## config.mk

```make
export PLATFORM = sky130hd
export DESIGN_NAME = picorv32_trace_drain
export DESIGN_NICKNAME = d
export VERILOG_FILES = /design/src/rtl/picorv32_trace_pkg.sv /design/src/rtl/picorv32_trace_drain.sv
export SDC_FILE = /design/constraint.sdc
export NUM_CORES = 1
export LEC_CHECK = 0
export CAP_MARGIN = 20
export CORE_MARGIN = 1
export CORE_UTILIZATION = 44
export CTS_CLUSTER_SIZE = 16
export DETAILED_ROUTE_END_ITERATION = 6
export PLACE_DENSITY = 0.86
export SLEW_MARGIN = 10
export SYNTH_ARGS = -nofsm -noshare
export SYNTH_HDL_FRONTEND = slang
export SYNTH_SLANG_ARGS = --single-unit
```

## constraint.sdc

```tcl
create_clock -name clk_i -period 4 [get_ports clk_i]
set_input_delay 0.4 -clock clk_i [delete_from_list [all_inputs] [get_ports clk_i]]
set_output_delay 0.4 -clock clk_i [all_outputs]
set_load 0.005 [all_outputs]
```

## src/rtl/picorv32_trace_pkg.sv

```systemverilog
// picorv32_trace_pkg
//   Constants and types shared by the trace capture buffer and the trace drain.
//   Sizes describe one 8-byte trace slot. Two slots make one 128-bit row.
//   Each row holds an even trace in bits [35:0] and an odd trace in [99:64].
package picorv32_trace_pkg;

    localparam int unsigned PICO_MEM_ADDR_SIZE = 32;
    localparam int unsigned ASM_MEM_DATA_SIZE  = 128;

    localparam logic [PICO_MEM_ADDR_SIZE-1:0] TRACE_BASEADDR = 32'h0010_0000;
    localparam logic [PICO_MEM_ADDR_SIZE-1:0] TRACE_SIZE     = 32'h0000_2000;

    localparam int unsigned TRACE_IDX_W     = 10;   // 1024 trace slots
    localparam int unsigned TRACE_CNT_W     = 11;   // 0..1024 inclusive
    localparam int unsigned TRACE_DEPTH     = 1 << TRACE_IDX_W;
    localparam int unsigned TRACE_ROW_SHIFT = 4;    // 16 bytes per row
    localparam int unsigned TRACE_W         = 36;
    localparam int unsigned TRACE_LANE0_LSB = 0;
    localparam int unsigned TRACE_LANE1_LSB = 64;

    typedef enum logic [2:0] {
        ST_IDLE,
        ST_READ,
        ST_WAIT,
        ST_EMIT,
        ST_DONE
    } drain_state_e;

    // Byte address of the row that holds trace slot idx.
    function automatic logic [PICO_MEM_ADDR_SIZE-1:0] trace_row_addr(
        input logic [TRACE_IDX_W-1:0] idx
    );
        logic [PICO_MEM_ADDR_SIZE-1:0] row;
        row = PICO_MEM_ADDR_SIZE'(idx >> 1);
        return TRACE_BASEADDR + (row << TRACE_ROW_SHIFT);
    endfunction

endpackage

```

## src/rtl/picorv32_trace_drain.sv

```systemverilog
// picorv32_trace_drain
//   Drains the PicoRV32 trace buffer oldest-first onto a valid/ready stream.
//   A start pulse in IDLE snapshots the write pointer and the trace count.
//   The drain then reads one 128-bit row at a time and emits the row's
//   trace lanes, starting at the lane of the current index.
//
//   Ports
//     clk_i, reset_n_i     clock, async active-low reset
//     start_i              drain request, only honoured in IDLE
//     trace_ptr_i          next write slot of the buffer (low 10 bits used)
//     trace_count_i        traces stored, clamped to 1024
//     busy_o, done_o       drain in progress / one-cycle completion pulse
//     mem_en_o, mem_addr_o row read request (one cycle per row)
//     mem_rdata_i          row data, valid the cycle after mem_en_o
//     out_valid_o/out_ready_i/out_data_o/out_last_o  trace stream
module picorv32_trace_drain
    import picorv32_trace_pkg::*;
(
    input  logic                          clk_i,
    input  logic                          reset_n_i,
    input  logic                          start_i,
    input  logic [PICO_MEM_ADDR_SIZE-1:0] trace_ptr_i,
    input  logic [PICO_MEM_ADDR_SIZE-1:0] trace_count_i,
    output logic                          busy_o,
    output logic                          done_o,
    output logic                          mem_en_o,
    output logic [PICO_MEM_ADDR_SIZE-1:0] mem_addr_o,
    input  logic [ASM_MEM_DATA_SIZE-1:0]  mem_rdata_i,
    output logic                          out_valid_o,
    input  logic                          out_ready_i,
    output logic [TRACE_W-1:0]            out_data_o,
    output logic                          out_last_o
);

    drain_state_e           state_q, state_d;
    logic [TRACE_IDX_W-1:0] idx_q,   idx_d;
    logic [TRACE_CNT_W-1:0] rem_q,   rem_d;
    logic [TRACE_W-1:0]     lane0_q, lane0_d;
    logic [TRACE_W-1:0]     lane1_q, lane1_d;
    logic                   busy_q,  busy_d;

    logic [TRACE_CNT_W-1:0] n_clamp;
    logic [TRACE_IDX_W-1:0] idx_inc;
    logic [TRACE_W-1:0]     lane_sel;

    // Only the two trace lanes of a row and the pointer's slot bits matter.
    logic unused_bits;
    assign unused_bits = ^{trace_ptr_i[PICO_MEM_ADDR_SIZE-1:TRACE_IDX_W],
                           mem_rdata_i[TRACE_LANE1_LSB-1:TRACE_W],
                           mem_rdata_i[ASM_MEM_DATA_SIZE-1:TRACE_LANE1_LSB+TRACE_W]};

    // The count saturates at the depth. The full width is compared so that
    // a larger count cannot alias to a small one.
    assign n_clamp = (trace_count_i > PICO_MEM_ADDR_SIZE'(TRACE_DEPTH))
                   ? TRACE_CNT_W'(TRACE_DEPTH)
                   : trace_count_i[TRACE_CNT_W-1:0];

    assign idx_inc  = idx_q + 1'b1;
    assign lane_sel = idx_q[0] ? lane1_q : lane0_q;

    always_comb begin
        state_d = state_q;
        idx_d   = idx_q;
        rem_d   = rem_q;
        lane0_d = lane0_q;
        lane1_d = lane1_q;
        busy_d  = busy_q;
        unique case (state_q)
            ST_IDLE: begin
                if (start_i) begin
                    rem_d = n_clamp;
                    // Oldest slot. A full buffer (N=1024) wraps to ptr itself.
                    idx_d = trace_ptr_i[TRACE_IDX_W-1:0] - n_clamp[TRACE_IDX_W-1:0];
                    if (n_clamp == '0) begin
                        state_d = ST_DONE;
                    end else begin
                        state_d = ST_READ;
                        busy_d  = 1'b1;
                    end
                end
            end
            ST_READ: begin
                state_d = ST_WAIT;
            end
            ST_WAIT: begin
                lane0_d = mem_rdata_i[TRACE_LANE0_LSB +: TRACE_W];
                lane1_d = mem_rdata_i[TRACE_LANE1_LSB +: TRACE_W];
                state_d = ST_EMIT;
            end
            ST_EMIT: begin
                if (out_ready_i) begin
                    idx_d = idx_inc;
                    rem_d = rem_q - 1'b1;
                    if (rem_q == TRACE_CNT_W'(1)) begin
                        state_d = ST_DONE;
                    end else if (!idx_inc[0]) begin
                        // The odd lane was just emitted, so fetch the next row.
                        state_d = ST_READ;
                    end
                end
            end
            ST_DONE: begin
                busy_d  = 1'b0;
                state_d = ST_IDLE;
            end
            default: begin
                busy_d  = 1'b0;
                state_d = ST_IDLE;
            end
        endcase
    end

    always_ff @(posedge clk_i or negedge reset_n_i) begin
        if (!reset_n_i) begin
            state_q <= ST_IDLE;
            idx_q   <= '0;
            rem_q   <= '0;
            lane0_q <= '0;
            lane1_q <= '0;
            busy_q  <= 1'b0;
        end else begin
            state_q <= state_d;
            idx_q   <= idx_d;
            rem_q   <= rem_d;
            lane0_q <= lane0_d;
            lane1_q <= lane1_d;
            busy_q  <= busy_d;
        end
    end

    // Every output is decoded from state and registers only, so an async
    // reset clears the whole interface in the same cycle.
    assign busy_o      = busy_q;
    assign done_o      = (state_q == ST_DONE);
    assign mem_en_o    = (state_q == ST_READ);
    assign mem_addr_o  = trace_row_addr(idx_q);
    assign out_valid_o = (state_q == ST_EMIT);
    assign out_data_o  = out_valid_o ? lane_sel : '0;
    assign out_last_o  = out_valid_o && (rem_q == TRACE_CNT_W'(1));

endmodule

```

==> implementation parameters, run 1 <==
Parameter                              Value

Routing
  Final wirelength ... 13.9 mm
  First-pass detailed-route iteration total ... 5
  Total DRC errors in the routed layout ... 0
  Wire length per cell ... 16.4 µm
  Drt via density ... 5.30
  Detail Route Antenna Nets ... 0
  Count of routing violations after the opening detailed-route iteration ... 175
  Routed vias ... 4495

Cells and area
  Share of post-route cells with drive strength above 1 ... 0.165
  Number of nets in the layout ... 884
  Area added between synthesis and finish ... 35.9%
  Number of antenna diodes ... 0
  Number of standard cells in the layout, taps in and fillers out ... 848
  Fill count ... 919

GRT
  Wire length of the first global-routing pass ... 22.2 mm
  Pin count of the biggest net entering global routing ... 62
  Global-route usage over all layers ... 0.218
  Remaining global-route overflow ... 0
  Via count of the first global-routing pass ... 4657
  Antenna violations before repair ... 0

Synth
  Share of flip-flops with an asynchronous set or reset ... 1.00
  Post-synthesis register bit count ... 97
  Most area-consuming cells after synthesis ... sky130_fd_sc_hd__dfrtp_1, sky130_fd_sc_hd__mux2_2, sky130_fd_sc_hd__mux2i_1
  Number of enable-type register cells in the synthesized netlist ... 0
  Syn_area_per_cell ... 10.4 µm²
  Cell accounting for the most synthesized area ... sky130_fd_sc_hd__dfrtp_1
  Proportion of netlist area held by the largest area contributor ... 0.441
  Yosys warnings ... 0
  Cell area after technology mapping ... 5500 µm²
  Most instantiated flip-flop cell in the synthesis netlist ... sky130_fd_sc_hd__dfrtp_1
  Distinct cell type count after synthesis ... 55
  Instance count of the mapped netlist ... 527
  Share of the yosys chip area belonging to registers ... 0.441

Die
  Full die area ... 13000 µm²
  I/O pins ... 269
  Row cnt ... 40
  Floorplan Core Area ... 12100 µm²
  Die W ... 114 µm
  Chip Height ... 114 µm
  Initial core utilization ... 0.454

Clocking
  Clk sink count ... 97
  Root Driver ... sky130_fd_sc_hd__clkbuf_16
  Resize count post-CTS ... 0
  TritonCTS clock tree ... built
  Post-CTS setup buffers ... 0
  Clock insertion delay at the later pin of the skew report ... 0.34 ns
  Max clock buf depth ... 2
  Cts hold-fix bufs ... 0
  H-tree levels ... 3
  Clk slew on worst S/H paths ... 0.07 ns
  Clock buffer count from CTS ... 9

STA
  Final WS setup ... 0.482 ns
  Fmax ... 284 MHz
  Pin slew with the least headroom to its limit ... 0.951 ns
  Normalized max-slew margin ... 0.357
  Final period util ... 0.879
  Final-report setup violation count ... 0
  Setup TNS ... 0 ns
  RSZ-0062 raised after global routing ... false
  Final min period ... 3.52 ns
  Worst Skew ... 0.00702 ns
  Final slew viol count ... 0
  Hold Violations, Final ... 0

Place
  Detailed placer's ending HPWL ... 10.1 mm
  Worst setup slack before clock tree synthesis ... 0.224 ns
  GP Congestion ... 0.824
  Placed insts ... 832
  # port buffers ... 167

Setup path
  Kind of critical path ... in2reg
  Worst reg2reg path startpoint ... idx_q[0]
  Critical path data arrival time ... 3.73 ns
  Sort of element at the start of the critical path ... primary input
  Max FO, Critical Path ... 11
  Worst setup EP type ... register
  Setup crit start ... trace_count_i[0]
  Data required time of the worst path ... 4.21 ns

Pwr
  Static Leakage ... 3.11 nW
  PwrDens ... 748 nW/µm²
  Worst VDD drop ... 0.499 mV

Worst hold path
  Worst hold-check path type ... in2async

Run status
  Run status ... complete, no violations

Flow run
  Maxcap violations ... 0
## logic make-up after synthesis
group	Yosys count	share of synthesized area
other	2	0.00137
adders and majority gates	13	0.0309
muxes	108	0.213
AOI/OAI and AO/OA	86	0.0946
DFF	97	0.441
and+or+nand+nor	146	0.136
buffers and inverters	71	0.0760
xor gates and xnor gates	4	0.00637
## per-stage QoR
stage,power [mW],hold slack [ns],utilization,cell area [µm²]
6_report,5.60,0.101,0.617,7480
3_5_place_dp,4.72,0.493,0.592,7170
2_1_floorplan,3.48,0.104,-,5580
4_1_cts,5.64,0.126,0.617,7480
3_3_place_gp,4.57,0.478,0.592,7170
5_1_grt,5.97,0.151,0.617,7480
## state kept, by name, summed over array words and instances, names as in the netlist
register  flops
lane1_q      36
idx_q        10
lane0_q      36
state_q       3
busy_o        1
rem_q        11
## power breakdown
part	switching (mW)	internal (mW)
logic	1.21	1.63
clock network	0.392	0.495
registers	0.407	1.46
## area by class of cell
type,count,area (µm²),share of cell area
Multi-Input combinational cell,380,2740,0.367
Sequential cell,97,2430,0.325
Timing Repair Buffer,176,1750,0.234
Clock buffer,10,229,0.0306
Tap cell,168,210,0.0281
Clock inverter,6,73.8,0.00987
Inverter,11,41.3,0.00552
## cells in the final DEF, fill, tap and decap left out, types with 6 or more instances in the layout
cell type	instances
sky130_fd_sc_hd__nor4_2	6
sky130_fd_sc_hd__nand2_1	27
sky130_fd_sc_hd__nand3_1	7
sky130_fd_sc_hd__clkdlybuf4s50_1	166
sky130_fd_sc_hd__mux2_2	72
sky130_fd_sc_hd__nor2_1	57
sky130_fd_sc_hd__o21ai_1	7
sky130_fd_sc_hd__inv_1	11
sky130_fd_sc_hd__buf_4	9
sky130_fd_sc_hd__a21oi_1	23
sky130_fd_sc_hd__conb_1	23
sky130_fd_sc_hd__nor3_1	11
sky130_fd_sc_hd__mux2i_1	36
sky130_fd_sc_hd__clkbuf_16	9
sky130_fd_sc_hd__ha_1	12
sky130_fd_sc_hd__dfrtp_1	96
sky130_fd_sc_hd__o21ai_0	26
## Yosys cell counts, drive strengths merged, types with 2 or more instances
cell,count
inv,11
and2,5
xnor2,4
nor2b,5
nand4,4
o21ai,33
nand3,7
dfrtp,97
o22ai,3
nor3b,2
a21o,2
ha,12
buf,54
o21a,2
a31oi,3
conb,2
nand2b,3
or3,5
mux2i,36
a32oi,2
a211oi,4
nor4,12
clkbuf,6
nor3,11
a21oi,23
a22oi,3
nand2,28
mux2,72
and4,2
nor2,58
## critical path: stages
cell and delay (ns):
sky130_fd_sc_hd__clkdlybuf4s50_1 0.47, sky130_fd_sc_hd__nor4_1 0.48, sky130_fd_sc_hd__nand3_1 0.24, sky130_fd_sc_hd__a211oi_2 0.26, sky130_fd_sc_hd__buf_4 0.20, sky130_fd_sc_hd__nand2_1 0.07
sky130_fd_sc_hd__ha_1 0.35, sky130_fd_sc_hd__nor2b_1 0.18, sky130_fd_sc_hd__o21ai_1 0.09, sky130_fd_sc_hd__a21boi_1 0.26, sky130_fd_sc_hd__o2111ai_1 0.18, sky130_fd_sc_hd__and4_1 0.22
sky130_fd_sc_hd__or3_1 0.32
## layer usage
layer | vias up | share of wire | global-route usage
met5 | - | 0 | 0
met2 | 216 | 0.48 | 0.369
li1 | 2107 | - | -
met1 | 2146 | 0.39 | 0.251
met4 | 0 | 0.023 | 0.0848
met3 | 26 | 0.10 | 0.0818
## final timing paths
check | to | slack, ns | cells past startpoint
setup / recovery | idx_q[8] | 0.48 | 13
hold / removal | lane0_q[23] | 0.10 | 1
hold reg to reg | lane0_q[5] | 0.51 | 1
min in group clk_i | lane0_q[5] | 0.51 | 1
setup reg to reg | idx_q[8] | 1.54 | 7
max in group asynchronous | lane1_q[19] | 2.87 | 2
Note: power is estimated with default switching activity, not from simulation.
==> run 2, diff against run 1 <==
--- a/config.mk
+++ b/config.mk
@@ -5,6 +5,7 @@
 export SDC_FILE = /design/constraint.sdc
 export NUM_CORES = 1
 export LEC_CHECK = 0
+export ABC_CLOCK_PERIOD_IN_PS = 4000
 export CAP_MARGIN = 20
 export CORE_MARGIN = 1
 export CORE_UTILIZATION = 44
==> results of run 2 <==
Final layout, timing and power as in run 1 (identical DEF).
==> run 3, diff against run 2 <==
--- a/config.mk
+++ b/config.mk
@@ -5,7 +5,7 @@
 export SDC_FILE = /design/constraint.sdc
 export NUM_CORES = 1
 export LEC_CHECK = 0
-export ABC_CLOCK_PERIOD_IN_PS = 4000
+export ABC_CLOCK_PERIOD_IN_PS = 4300
 export CAP_MARGIN = 20
 export CORE_MARGIN = 1
 export CORE_UTILIZATION = 44
==> constraint.sdc (replaced) <==
create_clock -name clk_i -period 4.3 [get_ports clk_i]
set_input_delay 0.43 -clock clk_i [delete_from_list [all_inputs] [get_ports clk_i]]
set_output_delay 0.43 -clock clk_i [all_outputs]
set_load 0.005 [all_outputs]
==> run 3 against run 2 <==
Count of clock-buffer cells in the layout unchanged. Sequential share of layout area is 0.12 points higher. Design area decreased by 0.37%. Largest power group unchanged. Critical path type unchanged. Largest cell class unchanged.
==> implementation parameters, run 3 (same netlist as run 1, synthesis figures left out) <==
Parameter                              Value

Run status
  Run status ... complete, no violations

Routing
  Final wirelength ... 14.0 mm
  Drt via density ... 5.39
  Wire length per cell ... 16.6 µm
  Count of routing violations after the opening detailed-route iteration ... 222
  Routed vias ... 4550
  First-pass detailed-route iteration total ... 5
  Detail Route Antenna Nets ... 0
  Total DRC errors in the routed layout ... 0

GRT
  Remaining global-route overflow ... 0
  Antenna violations before repair ... 0
  Pin count of the biggest net entering global routing ... 73
  Global-route usage over all layers ... 0.220
  Via count of the first global-routing pass ... 4703
  Wire length of the first global-routing pass ... 22.3 mm

Place
  Placed insts ... 828
  Detailed placer's ending HPWL ... 10.2 mm
  Worst setup slack before clock tree synthesis ... 0.525 ns
  Instance area after placement ... 7130 µm²
  # port buffers ... 167
  GP Congestion ... 0.882

Pwr
  Total Power Consumption ... 5.22 mW
  Worst VDD drop ... 0.398 mV
  PwrDens ... 701 nW/µm²
  Static Leakage ... 3.10 nW

Cells and area
  Most common cell after layout, fill and taps aside ... sky130_fd_sc_hd__clkdlybuf4s50_1
  Final Util ... 0.615
  Number of nets in the layout ... 880
  Number of standard cells in the layout, taps in and fillers out ... 844
  Share of post-route cells with drive strength above 1 ... 0.161
  Design area ... 7450 µm²
  Area added between synthesis and finish ... 35.4%
  Number of antenna diodes ... 0
  Registers with the most flip-flops ... lane0_q (36), lane1_q (36), rem_q (11)
  Highest-count cells in the layout ignoring fill and taps ... sky130_fd_sc_hd__clkdlybuf4s50_1, sky130_fd_sc_hd__dfrtp_1, sky130_fd_sc_hd__mux2_2

STA
  Hold Violations, Final ... 0
  Pin slew with the least headroom to its limit ... 1.05 ns
  Final min period ... 3.54 ns
  Setup TNS ... 0 ns
  Final WS setup ... 0.762 ns
  Smallest hold slack ... 0.0901 ns
  Final period util ... 0.823
  RSZ-0062 raised after global routing ... false
  Fmax ... 283 MHz
  Final-report setup violation count ... 0
  Worst Skew ... 0.00781 ns
  Final slew viol count ... 0
  Normalized max-slew margin ... 0.303

Clocking
  Clock buffer count from CTS ... 9
  Clk slew on worst S/H paths ... 0.07 ns
  Root Driver ... sky130_fd_sc_hd__clkbuf_16
  Max clock buf depth ... 2
  Cts hold-fix bufs ... 0
  TritonCTS clock tree ... built
  H-tree levels ... 3
  Clk sink count ... 97
  Post-CTS setup buffers ... 0
  Clock insertion delay at the later pin of the skew report ... 0.34 ns
  Resize count post-CTS ... 0

Setup path
  Reg2Reg Depth ... 6
  Worst r2r dst ... idx_q[6]
  Critical path data arrival time ... 3.72 ns
  Max FO, Critical Path ... 11
  Worst reg2reg path startpoint ... state_q[0]
  Data required time of the worst path ... 4.48 ns
  Setup crit start ... trace_count_i[0]
  Worst setup EP type ... register
  Capture point of the worst path ... idx_q[9]
  Sort of element at the start of the critical path ... primary input
  Kind of critical path ... in2reg
  Setup slack, reg-to-reg ... 1.78 ns

Die
  Row cnt ... 40
  Initial core utilization ... 0.454
  Full die area ... 13000 µm²
  Die W ... 114 µm
  Chip Height ... 114 µm
  I/O pins ... 269
  Floorplan Core Area ... 12100 µm²

Worst hold path
  Worst hold-check path type ... in2async

Flow run
  Maxcap violations ... 0
run 3: how the worst min path moves through the flow:
stage                       end
finish              lane1_q[23]
detailed placement  lane1_q[23]
CTS                 lane1_q[13]
global route        lane1_q[23]
floorplan                busy_o
global placement    lane0_q[23]
run 3: power breakdown:
| group | total, mW | internal, mW | leakage, nW | switching (mW) |
|---|---|---|---|---|
| combinational | 2.64 | 1.50 | 1.79 | 1.14 |
| sequential | 1.72 | 1.36 | 1.16 | 0.360 |
| clock | 0.859 | 0.482 | 0.158 | 0.377 |
run 3: per-layer routing:
| layer | global-route usage | share of wire | vias up |
|---|---|---|---|
| met1 | 0.249 | 0.39 | 2166 |
| met5 | 0 | 0 | - |
| met4 | 0.0935 | 0.025 | 0 |
| met3 | 0.0829 | 0.11 | 32 |
| li1 | - | - | 2104 |
| met2 | 0.372 | 0.48 | 248 |
run 3: critical path: stages:
cell                              delay [ns]
sky130_fd_sc_hd__clkdlybuf4s50_1        0.47
sky130_fd_sc_hd__nor4_1                 0.48
sky130_fd_sc_hd__nand3_1                0.24
sky130_fd_sc_hd__a211oi_2               0.26
sky130_fd_sc_hd__buf_4                  0.20
sky130_fd_sc_hd__nand2_1                0.09
sky130_fd_sc_hd__ha_1                   0.33
sky130_fd_sc_hd__o21ai_0                0.19
sky130_fd_sc_hd__a21oi_1                0.11
sky130_fd_sc_hd__o41ai_1                0.43
sky130_fd_sc_hd__o21ai_0                0.20
sky130_fd_sc_hd__xnor2_1                0.21
sky130_fd_sc_hd__a21oi_1                0.09
run 3: cell type report:
| class | instances | area, µm² |
|---|---|---|
| clock buffers | 10 | 239 |
| clock inverters | 6 | 78.8 |
| multi-input cells | 380 | 2740 |
| well taps | 168 | 210 |
| fillers | 936 | 4660 |
| repair buffers | 172 | 1710 |
| flip-flops and latches | 97 | 2430 |
| inverters | 11 | 41.3 |
